File: src/rtl/voice_frame_sched_pkg.sv
// Shared definitions for the voice frame scheduler.
// Holds the sequencing FSM state encoding, the Q3.7 pitch-ratio
// fraction width, the default frame/FIFO/timeout sizes, and the
// saturation value for the pitch ratio.
package voice_frame_sched_pkg;

  typedef enum logic [2:0] {
    IDLE,
    WAIT,
    FILL,
    CAPTURE,
    LINEAR,
    FILTER,
    DRAIN
  } state_t;

  // Pitch ratio p is Q3.7: 7 fraction bits, so 1.0 == 128.
  localparam int FRAC_W = 7;

  localparam int FRAME_LEN_DEF = 600;
  localparam int OUT_DEPTH_DEF = 2048;
  localparam int TIMEOUT_DEF   = 4095;

  localparam logic [9:0] P_MAX = 10'd1023;

endpackage

File: src/rtl/ratio_div.sv
// Sequential restoring divider for the pitch ratio.
// Divides a 17-bit numerator by a 10-bit denominator, one quotient bit
// per cycle, and saturates the result to P_MAX on divide-by-zero or when
// the quotient does not fit in 10 bits.
// Ports:
//   clk, rst    - clock, synchronous active-high reset (aborts a division)
//   start       - 1-cycle pulse, samples num/den and performs the first step
//   num [16:0]  - dividend
//   den [9:0]   - divisor
//   done        - 1-cycle pulse when q is valid (17 cycles after start)
//   q [9:0]     - saturated quotient, held until the next completion
module ratio_div
  import voice_frame_sched_pkg::*;
(
  input  logic        clk,
  input  logic        rst,
  input  logic        start,
  input  logic [16:0] num,
  input  logic [9:0]  den,
  output logic        done,
  output logic [9:0]  q
);

  logic [9:0]  den_r;
  logic [9:0]  rem;
  logic [16:0] num_sh;
  logic [15:0] quo;
  logic [4:0]  cnt;
  logic        running;

  logic [9:0]  step_rem_in;
  logic        step_msb;
  logic [9:0]  step_den;
  logic [10:0] trial;
  logic        step_bit;
  logic [9:0]  step_rem;
  logic [16:0] quo_next;

  // One restoring step. On start the step works directly on the new
  // operands so the full 17 bits finish within 17 cycles of start.
  // NOTE: every always_comb output is assigned on every path, so no latch is inferred.
  always_comb begin
    step_rem_in = start ? 10'd0 : rem;
    step_msb    = start ? num[16] : num_sh[16];
    step_den    = start ? den : den_r;
    trial       = {step_rem_in, step_msb};
    step_bit    = (trial >= {1'b0, step_den});
    // When the trial is below the divisor it is at most 1022, so it fits 10 bits.
    step_rem    = step_bit ? 10'(trial - {1'b0, step_den}) : trial[9:0];
    quo_next    = {quo, step_bit};
  end

  // NOTE: sequential state uses non-blocking assignments so every register samples pre-edge values.
  always_ff @(posedge clk) begin
    if (rst) begin
      den_r   <= '0;
      rem     <= '0;
      num_sh  <= '0;
      quo     <= '0;
      cnt     <= '0;
      running <= 1'b0;
      done    <= 1'b0;
      q       <= '0;
    end else begin
      done <= 1'b0;
      if (start) begin
        den_r   <= den;
        rem     <= step_rem;
        num_sh  <= {num[15:0], 1'b0};
        quo     <= {15'd0, step_bit};
        cnt     <= 5'd1;
        running <= 1'b1;
      end else if (running) begin
        rem    <= step_rem;
        num_sh <= {num_sh[15:0], 1'b0};
        quo    <= quo_next[15:0];
        cnt    <= cnt + 5'd1;
        if (cnt == 5'd16) begin
          running <= 1'b0;
          done    <= 1'b1;
          q       <= ((den_r == 10'd0) || (quo_next > {7'd0, P_MAX})) ? P_MAX : quo_next[9:0];
        end
      end
    end
  end

endmodule

File: src/rtl/voice_frame_sched.sv
// Voice frame scheduler: gates frames on FIFO water levels, fills a
// ping-pong frame RAM, sequences the capture/linear/filter stages with a
// per-stage timeout, drains the filtered frame into the output FIFO and
// publishes the Q3.7 pitch ratio p = f_set / f_original for each frame.
// Ports:
//   clk, rst                  - clock, synchronous active-high reset
//   enable                    - run frames (a started frame always completes)
//   f_set, f_original         - target / source pitch
//   in_level, out_level       - input FIFO read level, output FIFO write level
//   in_rd_en                  - input FIFO pop
//   wr_en, wr_bank, wr_addr   - frame RAM write port
//   new_bank                  - bank holding the newest complete frame
//   p                         - pitch ratio, Q3.7, saturated at 1023
//   *_start / *_done          - stage handshake pulses
//   drain_addr, out_wr_en     - filter RAM read address, output FIFO push
//   busy, err, frame_cnt      - status: not idle, stage timeout, frames done
module voice_frame_sched
  import voice_frame_sched_pkg::*;
#(
  parameter int FRAME_LEN = FRAME_LEN_DEF,
  parameter int OUT_DEPTH = OUT_DEPTH_DEF,
  parameter int TIMEOUT   = TIMEOUT_DEF
) (
  input  logic        clk,
  input  logic        rst,
  input  logic        enable,
  input  logic [9:0]  f_set,
  input  logic [9:0]  f_original,
  input  logic [11:0] in_level,
  input  logic [11:0] out_level,
  output logic        in_rd_en,
  output logic        wr_en,
  output logic        wr_bank,
  output logic [9:0]  wr_addr,
  output logic        new_bank,
  output logic [9:0]  p,
  output logic        cap_start,
  output logic        lin_start,
  output logic        flt_start,
  input  logic        cap_done,
  input  logic        lin_done,
  input  logic        flt_done,
  output logic [9:0]  drain_addr,
  output logic        out_wr_en,
  output logic        busy,
  output logic        err,
  output logic [15:0] frame_cnt
);

  localparam int              TO_W        = $clog2(TIMEOUT + 1);
  localparam logic [9:0]      FL_LAST     = 10'(FRAME_LEN - 1);
  localparam logic [11:0]     FL_LVL      = 12'(FRAME_LEN);
  // OUT_DEPTH - out_level >= FRAME_LEN, rearranged to avoid an underflowing subtract.
  localparam logic [11:0]     OUT_LVL_MAX = 12'(OUT_DEPTH - FRAME_LEN);
  localparam logic [TO_W-1:0] TO_LAST     = TO_W'(TIMEOUT - 1);
  localparam logic [9:0]      P_ONE       = 10'(1 << FRAC_W);

  state_t          state;
  logic [9:0]      rd_cnt;
  logic [TO_W-1:0] to_cnt;
  logic            drain_act;
  logic            div_ready;
  logic            div_done;
  logic [9:0]      div_q;
  logic            fill_go;

  assign fill_go = (state == WAIT) && enable &&
                   (in_level >= FL_LVL) && (out_level <= OUT_LVL_MAX);
  assign busy    = (state != IDLE);

  ratio_div u_div (
    .clk   (clk),
    .rst   (rst),
    .start (fill_go),
    .num   ({f_set, {FRAC_W{1'b0}}}),
    .den   (f_original),
    .done  (div_done),
    .q     (div_q)
  );

  always_ff @(posedge clk) begin
    if (rst) begin
      state      <= IDLE;
      in_rd_en   <= 1'b0;
      wr_en      <= 1'b0;
      wr_bank    <= 1'b0;
      wr_addr    <= '0;
      new_bank   <= 1'b1;
      p          <= P_ONE;
      cap_start  <= 1'b0;
      lin_start  <= 1'b0;
      flt_start  <= 1'b0;
      drain_addr <= '0;
      drain_act  <= 1'b0;
      out_wr_en  <= 1'b0;
      err        <= 1'b0;
      frame_cnt  <= '0;
      rd_cnt     <= '0;
      to_cnt     <= '0;
      div_ready  <= 1'b0;
    end else begin
      // Pulses default low and are raised only on the cycle they apply.
      cap_start <= 1'b0;
      lin_start <= 1'b0;
      flt_start <= 1'b0;
      err       <= 1'b0;

      // RAM write trails the FIFO pop by its one-cycle read latency; same
      // for the output push trailing the filter RAM read.
      wr_en     <= in_rd_en;
      out_wr_en <= drain_act;
      if (in_rd_en) wr_addr <= rd_cnt;
      if (div_done) div_ready <= 1'b1;

      unique case (state)
        IDLE: if (enable) state <= WAIT;

        WAIT: begin
          if (!enable) begin
            state <= IDLE;
          end else if (fill_go) begin
            state     <= FILL;
            in_rd_en  <= 1'b1;
            rd_cnt    <= '0;
            div_ready <= 1'b0;
          end
        end

        FILL: begin
          if (in_rd_en) begin
            if (rd_cnt == FL_LAST) in_rd_en <= 1'b0;
            else                   rd_cnt   <= rd_cnt + 10'd1;
          end else if (wr_en) begin
            // Last RAM write is in flight: publish the bank and ratio.
            new_bank  <= wr_bank;
            wr_bank   <= ~wr_bank;
            cap_start <= 1'b1;
            to_cnt    <= '0;
            state     <= CAPTURE;
            if (div_ready) p <= div_q;
          end
        end

        CAPTURE: begin
          if (cap_done) begin
            state     <= LINEAR;
            lin_start <= 1'b1;
            to_cnt    <= '0;
          end else if (to_cnt == TO_LAST) begin
            err   <= 1'b1;
            state <= WAIT;
          end else begin
            to_cnt <= to_cnt + TO_W'(1);
          end
        end

        LINEAR: begin
          if (lin_done) begin
            state     <= FILTER;
            flt_start <= 1'b1;
            to_cnt    <= '0;
          end else if (to_cnt == TO_LAST) begin
            err   <= 1'b1;
            state <= WAIT;
          end else begin
            to_cnt <= to_cnt + TO_W'(1);
          end
        end

        FILTER: begin
          if (flt_done) begin
            state      <= DRAIN;
            drain_addr <= '0;
            drain_act  <= 1'b1;
          end else if (to_cnt == TO_LAST) begin
            err   <= 1'b1;
            state <= WAIT;
          end else begin
            to_cnt <= to_cnt + TO_W'(1);
          end
        end

        DRAIN: begin
          if (drain_act) begin
            if (drain_addr == FL_LAST) drain_act  <= 1'b0;
            else                       drain_addr <= drain_addr + 10'd1;
          end else if (out_wr_en) begin
            // Final push is this cycle; the frame is complete.
            frame_cnt <= frame_cnt + 16'd1;
            state     <= WAIT;
          end
        end

        default: state <= IDLE;
      endcase
    end
  end

endmodule

File: config.mk
export PLATFORM = sky130hd
export DESIGN_NAME = voice_frame_sched
export DESIGN_NICKNAME = d
export VERILOG_FILES = /design/src/rtl/voice_frame_sched_pkg.sv /design/src/rtl/ratio_div.sv /design/src/rtl/voice_frame_sched.sv
export SDC_FILE = /design/constraint.sdc
export NUM_CORES = 1
export LEC_CHECK = 0
export CAP_MARGIN = 10
export CELL_PAD_IN_SITES_DETAIL_PLACEMENT = 0
export CELL_PAD_IN_SITES_GLOBAL_PLACEMENT = 1
export CORE_MARGIN = 3
export CORE_UTILIZATION = 45
export CTS_CLUSTER_SIZE = 20
export DETAILED_ROUTE_END_ITERATION = 7
export PLACE_DENSITY = 0.92
export SLEW_MARGIN = 25
export SYNTH_ARGS = -nofsm -noshare
export SYNTH_HDL_FRONTEND = slang
export SYNTH_HIERARCHICAL = 1
export SYNTH_SLANG_ARGS = --single-unit
export TNS_END_PERCENT = 100
File: constraint.sdc
create_clock -name clk -period 11.5 [get_ports clk]
set_input_delay 2.875 -clock clk [delete_from_list [all_inputs] [get_ports clk]]
set_output_delay 2.875 -clock clk [all_outputs]
set_load 0.01 [all_outputs]
=== Yosys cells after proc, flatten, opt, wreduce, memory -nomap -nowiden ===
Cells that the tools add are included.

* Bits in registers: 144
* Logic and storage cells: 162

* $add $sub $neg: 6
* Order comparisons: 4
* Equal/unequal tests: 24
* Mux-type cells: 66
* Bitwise gates (word level): 8
* Reductions and logical operators: 26

{| class="wikitable"
|+ Operators with widths
! kind !! count
|-
| $mux W10 || 13
|-
| $mux W12 || 6
|-
| $pmux W12 S4 || 1
|-
| $pmux W10 S2 || 2
|-
| $mux W17 || 2
|-
| $mux W3 || 11
|-
| $mux W1 || 27
|-
| $ne A2 B2 Y1 const B || 12
|-
| $pmux W3 S7 || 1
|-
| $add A10 B1 Y10 const B || 2
|-
| $eq A10 B10 Y1 const B || 2
|-
| $gt A17 B10 Y1 const B || 1
|-
| $add A16 B1 Y16 const B || 1
|-
| $add A12 B1 Y12 const B || 1
|-
| $eq A12 B12 Y1 const B || 1
|-
| $ge A12 B10 Y1 const B || 1
|-
| $le A12 B11 Y1 const B || 1
|-
| $reduce_and A3 Y1 || 4
|-
| $reduce_and A4 Y1 || 3
|-
| $ge A11 B10 Y1 || 1
|-
| $logic_not A10 Y1 || 1
|-
| $sub A10 B10 Y10 || 1
|-
| $eq A3 B3 Y1 const B || 3
|-
| $not A1 Y1 || 8
|-
| other kinds (19) || 28
|}

=== Logic depth before layout (Yosys ltp) ===
Gate-level depths: netlist of run 1.

* Word-level depth: 9
* Depth in mapped cells: 16
* Gate-level depth less buffers: 14

=== Modules after synthesis ===
Netlist of run 1, hierarchy kept.

{| class="wikitable"
|+ Modules (own cells, without submodules)
! module !! instances !! cells each !! area each (um^2)
|-
| voice_frame_sched || 1 || 429 || 3,832.4
|-
| ratio_div || 1 || 351 || 3,306.9
|}

=== Least setup slack after synthesis of run 1 ===
No wires, ideal clock.

* Path type: in2reg
* Start point: input port out_level[11]
* End point: register u_div.rem[1]
* Arrival: 6.188 ns
* Data required time: 11.421 ns
* Slack: 5.233 ns
* Stages: 15
* Path through: nor4bb_1 -> and4_1 -> a21oi_1 -> nor2_1 -> buf_2 -> buf_1 -> buf_2 -> mux2i_1 -> ha_1 -> a21oi_1 -> o22ai_1 -> nor2_2 -> a21o_2 -> mux2_4 -> a211oi_2

* Longest elaborated chain between the ends: 7
* Elaborated cells on any way between the ends: 11
* Those cells by class: add/sub: 1; order compare: 2; mux: 6; reduce/logical: 2

{| class="wikitable"
|+ RTL lines
! what !! line !! RTL
|-
| start: declaration || voice_frame_sched.sv:30 || <nowiki>input logic [11:0] out_level,</nowiki>
|-
| $le A12 B11 Y1 (*) || voice_frame_sched.sv:68 || <nowiki>(in_level >= FL_LVL) && (out_level <= OUT_LVL_MAX);</nowiki>
|-
| $logic_and A1 B1 Y1 (*) || voice_frame_sched.sv:68 ||
|-
| net fill_go || voice_frame_sched.sv:65 || <nowiki>logic fill_go;</nowiki>
|-
| $mux W1 (tied with other cells) || ratio_div.sv:44 || <nowiki>step_msb = start ? num[16] : num_sh[16];</nowiki>
|-
| $sub A10 B10 Y10 / $ge A11 B10 Y1 (equally long branches) || ratio_div.sv:49, ratio_div.sv:47 ||
|-
| $mux W10 || ratio_div.sv:49 || <nowiki>step_rem = step_bit ? 10'(trial - {1'b0, step_den}) : trial[9:0];</nowiki>
|-
| $mux W10 || ratio_div.sv:73 || <nowiki>end else if (running) begin</nowiki>
|-
| $mux W10 || ratio_div.sv:66 || <nowiki>if (start) begin</nowiki>
|-
| end signal: assignment || ratio_div.sv:68 || <nowiki>rem <= step_rem;</nowiki>
|-
| end signal: assignment || ratio_div.sv:74 || <nowiki>rem <= step_rem;</nowiki>
|-
| end: declaration || ratio_div.sv:25 || <nowiki>logic [9:0] rem;</nowiki>
|}

Mark *: on every way through the listed nets, which the timed path passes. The rest lies on a longest branch. The select of a mux whose other input is x is not followed.
A chain may end at the register's enable or synchronous reset.

=== Worst setup path after layout of run 1 ===
* Start point: input port out_level[8]
* End point: register u_div.rem[1]

Same word-level chain as after synthesis.

==> results of run 1 <==
stage by stage:
step	setup WS [ns]	util	power, mW
6_report	4.96	0.577	1.20
3_3_place_gp	4.61	0.540	0.683
4_1_cts	4.97	0.576	1.22
2_1_floorplan	5.23	-	0.647
5_1_grt	4.61	0.577	1.26
3_5_place_dp	4.55	0.540	0.684
power by group through the flow:
| stage | sequential (mW) | combinational (mW) | clock (mW) |
|---|---|---|---|
| after floorplan | 0.544 | 0.103 | 0 |
| after global placement | 0.549 | 0.134 | 0 |
| after detailed placement | 0.549 | 0.134 | 0 |
| after CTS | 0.538 | 0.135 | 0.543 |
| after global routing | 0.539 | 0.149 | 0.569 |
| final | 0.538 | 0.135 | 0.530 |
cell usage in the layout (no fill, tap or decap), drive strengths merged, types with 15 or more instances in the layout:
cell,Yosys,final
ha,18,18
nand2,37,37
inv,18,20
clkbuf,18,19
o21ai,17,17
xnor2,29,29
nor3,24,24
a21oi,39,39
nand3,17,17
nor2,149,149
mux2i,69,69
dfxtp,151,151
clkdlybuf4s50,0,101
nor2b,15,15
state kept, by name, indices dropped and copies added, names as in the netlist, 10 cells and up:
signal / flops
p: 10
u_div/rem: 10
to_cnt: 12
frame_cnt: 16
u_div/q: 10
u_div/quo: 16
rd_cnt: 10
drain_addr: 10
u_div/num_sh: 16
wr_addr: 10
u_div/den_r: 10
kinds of logic after synthesis:
family,synth area share
AOI/OAI and AO/OA,0.118
xor gates and xnor gates,0.0528
adders and majority gates,0.0344
buffers and inverters,0.0377
DFF,0.423
muxes,0.100
other,0.000525
and+or+nand+nor,0.233
per-layer routing:
metal  vias up  share of wire  global-route usage
li1       2964              -                   -
met4         0         0.0097              0.0490
met1      2686           0.47               0.227
met2       140           0.47               0.286
met3        16          0.051              0.0515
met5         -              0                   0
worst reg2reg max path, stage by stage (launching register included):
cell and delay, ns:
dfxtp_1 0.45, and2b_1 0.32, and3b_1 0.21, o311ai_0 0.15, buf_4 0.19, nor2_4 0.08, buf_4 0.50, mux2i_1 0.39
ha_1 0.35, a21oi_1 0.31, o22ai_1 0.18, nor2_2 0.22, a21o_2 0.22, mux2_4 0.31, a211oi_2 0.20
worst paths after layout:
kind                  endpoint  cells after the start         start
setup / recovery  u_div/rem[1]                     14  out_level[8]
hold / removal       div_ready                      2    u_div/done
setup reg to reg  u_div/rem[1]                     14      state[1]
hold reg to reg      div_ready                      2    u_div/done
layout make-up:
cell class,count,area [um^2],share of cell area
Clock buffer,19,433,0.0488
Clock inverter,12,128,0.0144
Inverter,18,67.6,0.00762
Multi-Input combinational cell,581,3880,0.438
Sequential cell,151,3030,0.341
Tap cell,211,264,0.0298
Timing Repair Buffer,108,1060,0.120
==> metrics, run 1 <==
Final Hold Viols 0; critical path, cell by cell clkdlybuf4s50_1 > nor4bb_1 > and4_1 > a21oi_1 > nor2_4 > buf_4 > mux2i_1 > ha_1 > a21oi_1 > o22ai_1 > nor2_2 > a21o_2 > mux2_4 > a211oi_2; CTS Root Cell clkbuf_16; CTS H-Tree Depth 4; largest cells by area after synthesis dfxtp_1, mux2i_1, nor2_1; Post-synth EDFFs 0; WHS 0.441 ns; Layout area overhead 24.2%; Synth top cells by count dfxtp_1, nor2_1, mux2i_1; Pleak 3.24 nW; CTS buffer count 17; ys flop type dfxtp_1; slew margin rel. 0.395; # fillers 1,438; cell mode on critical path a21oi_1; max-slew violation count 0; CP required 11.84 ns; RSZ-0062 raised after global routing no; Post-CTS Setup Inserts 0; Final HPWL DP 10,600 um; clk buf depth 2; core area 15,400 um^2; hold buffers post-CTS 0; worst setup path category input port to flip-flop; slowest stage delay, CP 0.50 ns; Final Cell Area 8860 um^2; Tmin final 6.54 ns; fraction of registers with async set/reset 0; Nets 946; global-route wire length before repair 25,900 um; DR pass1 iterations 6; Unique masters post-synth 79; Startpoint Class input port; Top Family by Delay on Critical Path compound AO/OA/AOI/OAI gates; WL/cell 13.9 um; DRC errors left 0; top cell type's share of synthesized area 0.423; Initial Util 0.464; max-cap violations 0; Seq/Total Area, Yosys 0.423; count leader, synth dfxtp_1; sequential fraction of design power 0.447; clock transition at the registers of the reported paths 0.06 ns; Antenna Cells 0; vias in the first global route 5,444; number of synthesized register bits 151; placed instance area 8290 um^2; number of DRC markers in iteration 0 258; yosys warns 6; Clock Sinks 151; Std-Cell Rows 45; Worst Setup End Kind flip-flop; Worst path slowest cell buf_4; layout cell share with drive strength beyond 1 0.0855; Clk pwr share 0.441; total detailed-routing wirelength 15,300 um; area leader, netlist dfxtp_1; status complete, no violations; die span in x 132 um; Port Buf Inserts 102; Non-Filler Instances 1,100; Sw Pwr 0.293 mW; FF-to-FF setup slack 7.32 ns; Antenna Nets Post-Route 0; gpl congestion 0.823; vias 5,806; final period utilization 0.569; internal power 0.910 mW; crit-path max FO 56; CTS tree done; setup tns final 0 ns; clk_lat worst skew 0.42 ns; buffers plus inverters on the worst setup path 2; worst clock skew 0.0104 ns; Min-Delay Path Class flip-flop to flip-flop; DR vias/cell 5.28; Synth Cell Area 7140 um^2; WP data arrival 6.88 ns; full die area 17,400 um^2; largest net degree at the start of global routing 58; Highest Clock Rate 153 MHz; post-cts resize count 0; Final setup viols 0; Worst Tran Pin Value 0.906 ns; PwrDens 136 nW/um^2; Sw Ratio 0.244; Global Route Usage Sum 0.175; Comb pwr share 0.112; syn_area_per_cell 9.15 um^2; Die H 132 um; Ports 106; Peak VDD IR 0.109 mV; cells after synthesis 780; GRT overflow 0; initial antenna violation count 0; placed insts 1,069
Power figures use the tool's default switching activity.
==> inputs of run 2 (changes only) <==
--- a/config.mk
+++ b/config.mk
@@ -9,10 +9,10 @@
 export CELL_PAD_IN_SITES_DETAIL_PLACEMENT = 0
 export CELL_PAD_IN_SITES_GLOBAL_PLACEMENT = 1
 export CORE_MARGIN = 3
-export CORE_UTILIZATION = 45
+export CORE_UTILIZATION = 42
 export CTS_CLUSTER_SIZE = 20
 export DETAILED_ROUTE_END_ITERATION = 7
-export PLACE_DENSITY = 0.92
+export PLACE_DENSITY = 0.87
 export SLEW_MARGIN = 25
 export SYNTH_ARGS = -nofsm -noshare
 export SYNTH_HDL_FRONTEND = slang
==> constraint.sdc (replaced) <==
create_clock -name clk -period 6.1 [get_ports clk]
set_input_delay 1.525 -clock clk [delete_from_list [all_inputs] [get_ports clk]]
set_output_delay 1.525 -clock clk [all_outputs]
set_load 0.01 [all_outputs]
==> run 2 against run 1 <==
Net effect: global-route usage decreased by 0.74 points; clock skew decreased by 0.0033 ns; worst setup slack got worse by 4.0 ns; critical path type unchanged; worst hold slack improved by 0.013 ns; combinational power increased by 90%.
==> metrics, run 2 (synthesis results as in run 1) <==
vias in the first global route 5,352 (-1.7%); Antenna Nets Post-Route 0 (unchanged); Non-Filler Instances 1,108 (+0.73%); WHS 0.453 ns (+0.0125 ns); CTS H-Tree Depth 4 (unchanged); largest net degree at the start of global routing 64 (+10%); status complete, no violations; internal power 1.81 mW (+98%); Final setup viols 0 (unchanged); CP endpoint u_div/rem[1]; r2r endpoint u_div/rem[1]; Final HPWL DP 10,700 um (+0.86%); core area 16,600 um^2 (+7.9%); clk_lat worst skew 0.41 ns (about the same); crit path from out_level[11]; Worst Setup End Kind flip-flop; slew margin rel. 0.469 (+0.0738); crit-path max FO 23 (-59%); full die area 18,600 um^2 (+6.8%); most common cell after layout, fill and taps aside dfxtp_1; DR pass1 iterations 5 (-1); CP required 6.43 ns (-5.41 ns); CTS Root Cell clkbuf_16; critical path, cell by cell clkdlybuf4s50_1 > nor4bb_1 > and4_1 > a21oi_1 > nor2_4 > mux2i_1 > ha_1 > a21oi_1 > o22ai_1 > nor2_2 > a21o_2 > mux2_4 > a211oi_2; post-cts resize count 0 (unchanged); Tmin final 5.12 ns; hold buffers post-CTS 0 (unchanged); Peak VDD IR 0.185 mV (+70%); most frequent cells in the layout dfxtp_1, nor2_1, clkdlybuf4s50_1; Layout area overhead 25.3%; CTS buffer count 17 (unchanged); vias 5,785 (-0.36%); r2r worst-path depth 13 (-1); Worst Tran Pin Value 0.796 ns (-0.111 ns); Final Hold Viols 0 (unchanged); initial antenna violation count 0 (unchanged); max-slew violation count 0 (unchanged); Min-Delay Path Class flip-flop to flip-flop; setup tns final 0 ns (unchanged); Comb pwr share 0.108 (-0.004); Std-Cell Rows 47 (+4.4%); die span in x 136 um (+3.4%); number of DRC markers in iteration 0 364 (+41%); worst setup path category input port to flip-flop; Global Route Usage Sum 0.168 (-0.00736); worst clock skew 0.00714 ns (-0.00329 ns); Die H 136 um (+3.4%); Initial Util 0.431 (-0.0340); WP data arrival 5.45 ns (-1.43 ns); placed insts 1,077 (+0.75%); cell mode on critical path a21oi_1; Port Buf Inserts 102 (unchanged); DR vias/cell 5.22 (-1.1%); sequential fraction of design power 0.427 (-0.020); gpl congestion 0.806 (-2.0%); final core utilization 0.539 (-0.0373); DRC errors left 0 (unchanged); FF-to-FF setup slack 2.01 ns (-5.31 ns); Power Total 2.37 mW (+97%); clk buf depth 2 (unchanged); Antenna Cells 0 (unchanged); WL/cell 13.8 um (-0.79%); Ports 106 (unchanged); CTS tree done; GRT overflow 0 (unchanged); RR Startpoint state[1]; Nets 945 (-0.11%); global-route wire length before repair 25,500 um (-1.5%); total detailed-routing wirelength 15,300 um (about the same); Sw Pwr 0.568 mW (+94%); slowest stage delay, CP 0.63 ns (+0.13 ns); largest registers frame_cnt x16, u_div/num_sh x16, u_div/quo x16; Pleak 3.25 nW (+0.44%); Worst path slowest cell nor2_4; PwrDens 265 nW/um^2 (+95%); Clk pwr share 0.465 (+0.024); clock transition at the registers of the reported paths 0.06 ns (about the same); max-cap violations 0 (unchanged); Highest Clock Rate 195 MHz; buffers plus inverters on the worst setup path 1 (-1); Post-CTS Setup Inserts 0 (unchanged); layout cell share with drive strength beyond 1 0.0856 (+0.0000963); Worst path depth 13 (-1); Clock Sinks 151 (unchanged); Startpoint Class input port; RSZ-0062 raised after global routing no; Top Family by Delay on Critical Path simple AND/OR/NAND/NOR gates; final period utilization 0.839; Sw Ratio 0.239 (-0.00427)
-- run 2: cell types whose count changed in the layout (fill, tap and decap cells not counted), sizes merged --
| cell | delta |
|---|---|
| buf | -1 |
| bufinv | +2 |
| clkbuf | -1 |
| clkinv | -4 |
| clkinvlp | +2 |
| inv | +1 |
-- run 2: worst min-delay path by stage --
stage | startpoint | to | slack (ns) | cells after the start
after global routing | u_div/done | div_ready | 0.49 | 2
final | u_div/done | div_ready | 0.45 | 2
after detailed placement | u_div/done | div_ready | 0.44 | 2
after CTS | u_div/done | div_ready | 0.46 | 2
after global placement | u_div/done | div_ready | 0.42 | 2
after floorplan | u_div/done | div_ready | 0.41 | 2
-- run 2: power groups by stage --
stage | Combinational [mW] | Sequential (mW) | Clock (mW)
3_5_place_dp | 0.255 | 1.04 | 0
3_3_place_gp | 0.254 | 1.04 | 0
5_1_grt | 0.283 | 1.01 | 1.18
2_1_floorplan | 0.194 | 1.03 | 0
4_1_cts | 0.257 | 1.01 | 1.14
6_report | 0.256 | 1.01 | 1.10
-- run 2: final cells by class --
class | count | area, um^2
timing repair buffer | 107 | 1060
clock inverter | 13 | 195
sequential | 151 | 3030
inverter | 18 | 67.6
fill | 1526 | 7640
clock buffer | 18 | 429
multi-input combinational | 581 | 3900
tap | 220 | 275
-- run 2: layer usage --
metal	vias to the layer above	part of all wire	GRT usage
met4	0	0.012	0.0493
met1	2701	0.48	0.225
met2	109	0.46	0.271
met3	14	0.044	0.0396
met5	-	0	0
li1	2961	-	-
-- run 2: worst min-delay path, cell delays in order (launching register included) --
cell	delay, ns
dfxtp_1	0.31
nor2_1	0.04
nor2_1	0.07
-- run 2: stage by stage --
step / setup WS (ns) / area, um^2
2_1_floorplan: 1.18 / 7160
3_3_place_gp: 0.612 / 8310
3_5_place_dp: 0.605 / 8310
4_1_cts: 1.04 / 8930
5_1_grt: 0.783 / 8950
6_report: 0.985 / 8950
==> inputs of run 3 (changes only) <==
--- a/config.mk
+++ b/config.mk
@@ -9,10 +9,10 @@
 export CELL_PAD_IN_SITES_DETAIL_PLACEMENT = 0
 export CELL_PAD_IN_SITES_GLOBAL_PLACEMENT = 1
 export CORE_MARGIN = 3
-export CORE_UTILIZATION = 42
+export CORE_UTILIZATION = 38
 export CTS_CLUSTER_SIZE = 20
 export DETAILED_ROUTE_END_ITERATION = 7
-export PLACE_DENSITY = 0.87
+export PLACE_DENSITY = 0.83
 export SLEW_MARGIN = 25
 export SYNTH_ARGS = -nofsm -noshare
 export SYNTH_HDL_FRONTEND = slang
==> constraint.sdc (replaced) <==
create_clock -name clk -period 4.3 [get_ports clk]
set_input_delay 1.075 -clock clk [delete_from_list [all_inputs] [get_ports clk]]
set_output_delay 1.075 -clock clk [all_outputs]
set_load 0.01 [all_outputs]
==> run 3 against run 2 <==
Net effect: worst hold slack got worse by 0.019 ns; global-route usage down 0.72 points; combinational power increased by 84%; die area increased by 10%; first-iteration DRC count decreased by 30%; sequential power up 42%; critical endpoint unchanged.
==> metrics, run 3 (synthesis results as in run 1) <==
Final HPWL DP 11,300 um (+5.8%); GRT overflow 0 (unchanged); Non-Filler Instances 1,173 (+5.9%); Std-Cell Rows 49 (+4.3%); crit-path max FO 17 (-26%); global-route wire length before repair 27,000 um (+5.6%); Min-Delay Path Class flip-flop to flip-flop; CTS H-Tree Depth 4 (unchanged); most frequent cells in the layout dfxtp_1, nor2_1, clkdlybuf4s50_1; Worst Tran Pin Value 0.785 ns (-0.0107 ns); CP required 4.64 ns (-1.79 ns); Clock Sinks 151 (unchanged); Final Hold Viols 0 (unchanged); status complete, no violations; Tmin final 4.11 ns; Final setup viols 0 (unchanged); worst slack, placed -0.286 ns (-0.892 ns); placed insts 1,140 (+5.8%); hold path depth 2 (unchanged); max-cap violations 0 (unchanged); total detailed-routing wirelength 16,100 um (+4.9%); r2r endpoint u_div/rem[1]; most common cell after layout, fill and taps aside dfxtp_1; worst setup path category input port to flip-flop; largest net degree at the start of global routing 58 (-9.4%); WP data arrival 4.45 ns (-1.00 ns); initial antenna violation count 0 (unchanged); DRC errors left 0 (unchanged); final period utilization 0.957; Pleak 3.50 nW (+7.8%); placed instance area 8750 um^2 (+5.3%); gpl congestion 0.817 (+1.3%); PwrDens 358 nW/um^2 (+35%); Worst Setup End Kind flip-flop; Antenna Nets Post-Route 0 (unchanged); Final Cell Area 9380 um^2 (+4.8%); WL/cell 13.7 um (-0.92%); clk buf depth 2 (unchanged); Antenna Cells 0 (unchanged); Nets 1,000 (+5.8%); DR vias/cell 5.10 (-2.4%); slowest stage delay, CP 0.48 ns (-0.15 ns); CTS tree done; max-slew violation count 0 (unchanged); hold buffers post-CTS 0 (unchanged); setup tns final 0 ns (unchanged); r2r worst-path depth 13 (unchanged); WHS 0.434 ns (-0.0194 ns); layout cell share with drive strength beyond 1 0.149 (+0.0638); clock transition at the registers of the reported paths 0.06 ns (about the same); CTS buffer count 17 (unchanged); Layout area overhead 31.3%; Global Route Usage Sum 0.161 (-0.00723); DR pass1 iterations 4 (-1); FF-to-FF setup slack 0.80 ns (-1.21 ns); final core utilization 0.515 (-0.0246); Startpoint Class input port; Ports 106 (unchanged); Initial Util 0.392 (-0.0384); worst clock skew 0.00976 ns (+0.00263 ns); Peak VDD IR 0.316 mV (+71%); critical path, cell by cell clkdlybuf4s50_1 > and2b_1 > and3b_1 > o311ai_0 > buf_4 > nor2_4 > buf_12 > mux2i_1 > ha_1 > nand2_1 > nor3_2 > nor3b_2 > a21o_2 > mux2_4 > a211oi_2; core area 18,200 um^2 (+9.8%); Port Buf Inserts 102 (unchanged); Hold EP div_ready; Worst path slowest cell clkdlybuf4s50_1; slew margin rel. 0.476 (+0.00714); HP Start u_div/done; RR Startpoint state[2]; vias 5,977 (+3.3%); clk_lat worst skew 0.43 ns (+0.02 ns); Die H 143 um (+4.9%); full die area 20,500 um^2 (+10%); largest registers frame_cnt x16, u_div/num_sh x16, u_div/quo x16; vias in the first global route 5,614 (+4.9%); Highest Clock Rate 243 MHz; die span in x 143 um (+4.9%); Power Total 3.36 mW (+41%); CTS Root Cell clkbuf_16; number of DRC markers in iteration 0 253 (-30%); Final WS setup 0.187 ns (-0.798 ns)
==> run 3: cell count changes in the layout (fill, tap and decap cells not counted), moves of 2 or more <==
cell,before,now
bufinv_16,4,1
buf_4,6,58
mux2i_2,0,3
inv_6,3,6
clkinv_4,3,1
buf_12,0,2
mux2i_1,69,66
==> run 3: layout make-up <==
type	count	area, um^2
flip-flops and latches	151	3020
multi-input cells	581	3930
inverters	18	67.6
clock buffers	18	439
repair buffers	162	1490
fillers	1650	8830
clock inverters	14	138
well taps	229	287
==> run 3: report_power, final <==
| group | internal [mW] | switching, mW |
|---|---|---|
| logic | 0.246 | 0.223 |
| clock network | 0.826 | 0.632 |
| registers | 1.42 | 0.0133 |
| total | 2.49 | 0.869 |
==> run 3: timing repair <==
item | 4_1_cts | 5_1_grt
endpoints found under the setup margin | 0 | 4
buffers inserted | 0 | 1
endpoints found under the hold margin | 0 | 0
resized for setup | 0 | 8
==> run 3: worst max path at each step <==
stage	startpoint	end	slack [ns]	cells past startpoint
after global routing	enable	u_div/rem[8]	-0.01	16
after detailed placement	out_level[8]	u_div/rem[6]	-0.29	16
after floorplan	out_level[11]	u_div/rem[1]	0.04	15
final	enable	u_div/rem[1]	0.19	15
after CTS	out_level[8]	u_div/rem[1]	0.13	14
after global placement	out_level[8]	u_div/rem[1]	-0.26	15
==> run 3: worst max-delay path, delay by kind of cell <==
kind / cells / cell delay [ns]
AOI/OAI and AO/OA: 3 / 0.57
adders and majority gates: 1 / 0.31
and+or+nand+nor: 6 / 1.00
muxes: 2 / 0.64
buffers and inverters: 3 / 0.83
==> run 3: layer usage <==
| metal | part of all wire | GRT usage | vias up | wire, um |
|---|---|---|---|---|
| met1 | 0.49 | 0.212 | 2762 | 7820 |
| met2 | 0.46 | 0.264 | 121 | 7370 |
| li1 | - | - | 3076 | - |
| met4 | 0.013 | 0.0540 | 0 | 216 |
| met5 | 0 | 0 | - | 0 |
| met3 | 0.041 | 0.0325 | 18 | 665 |
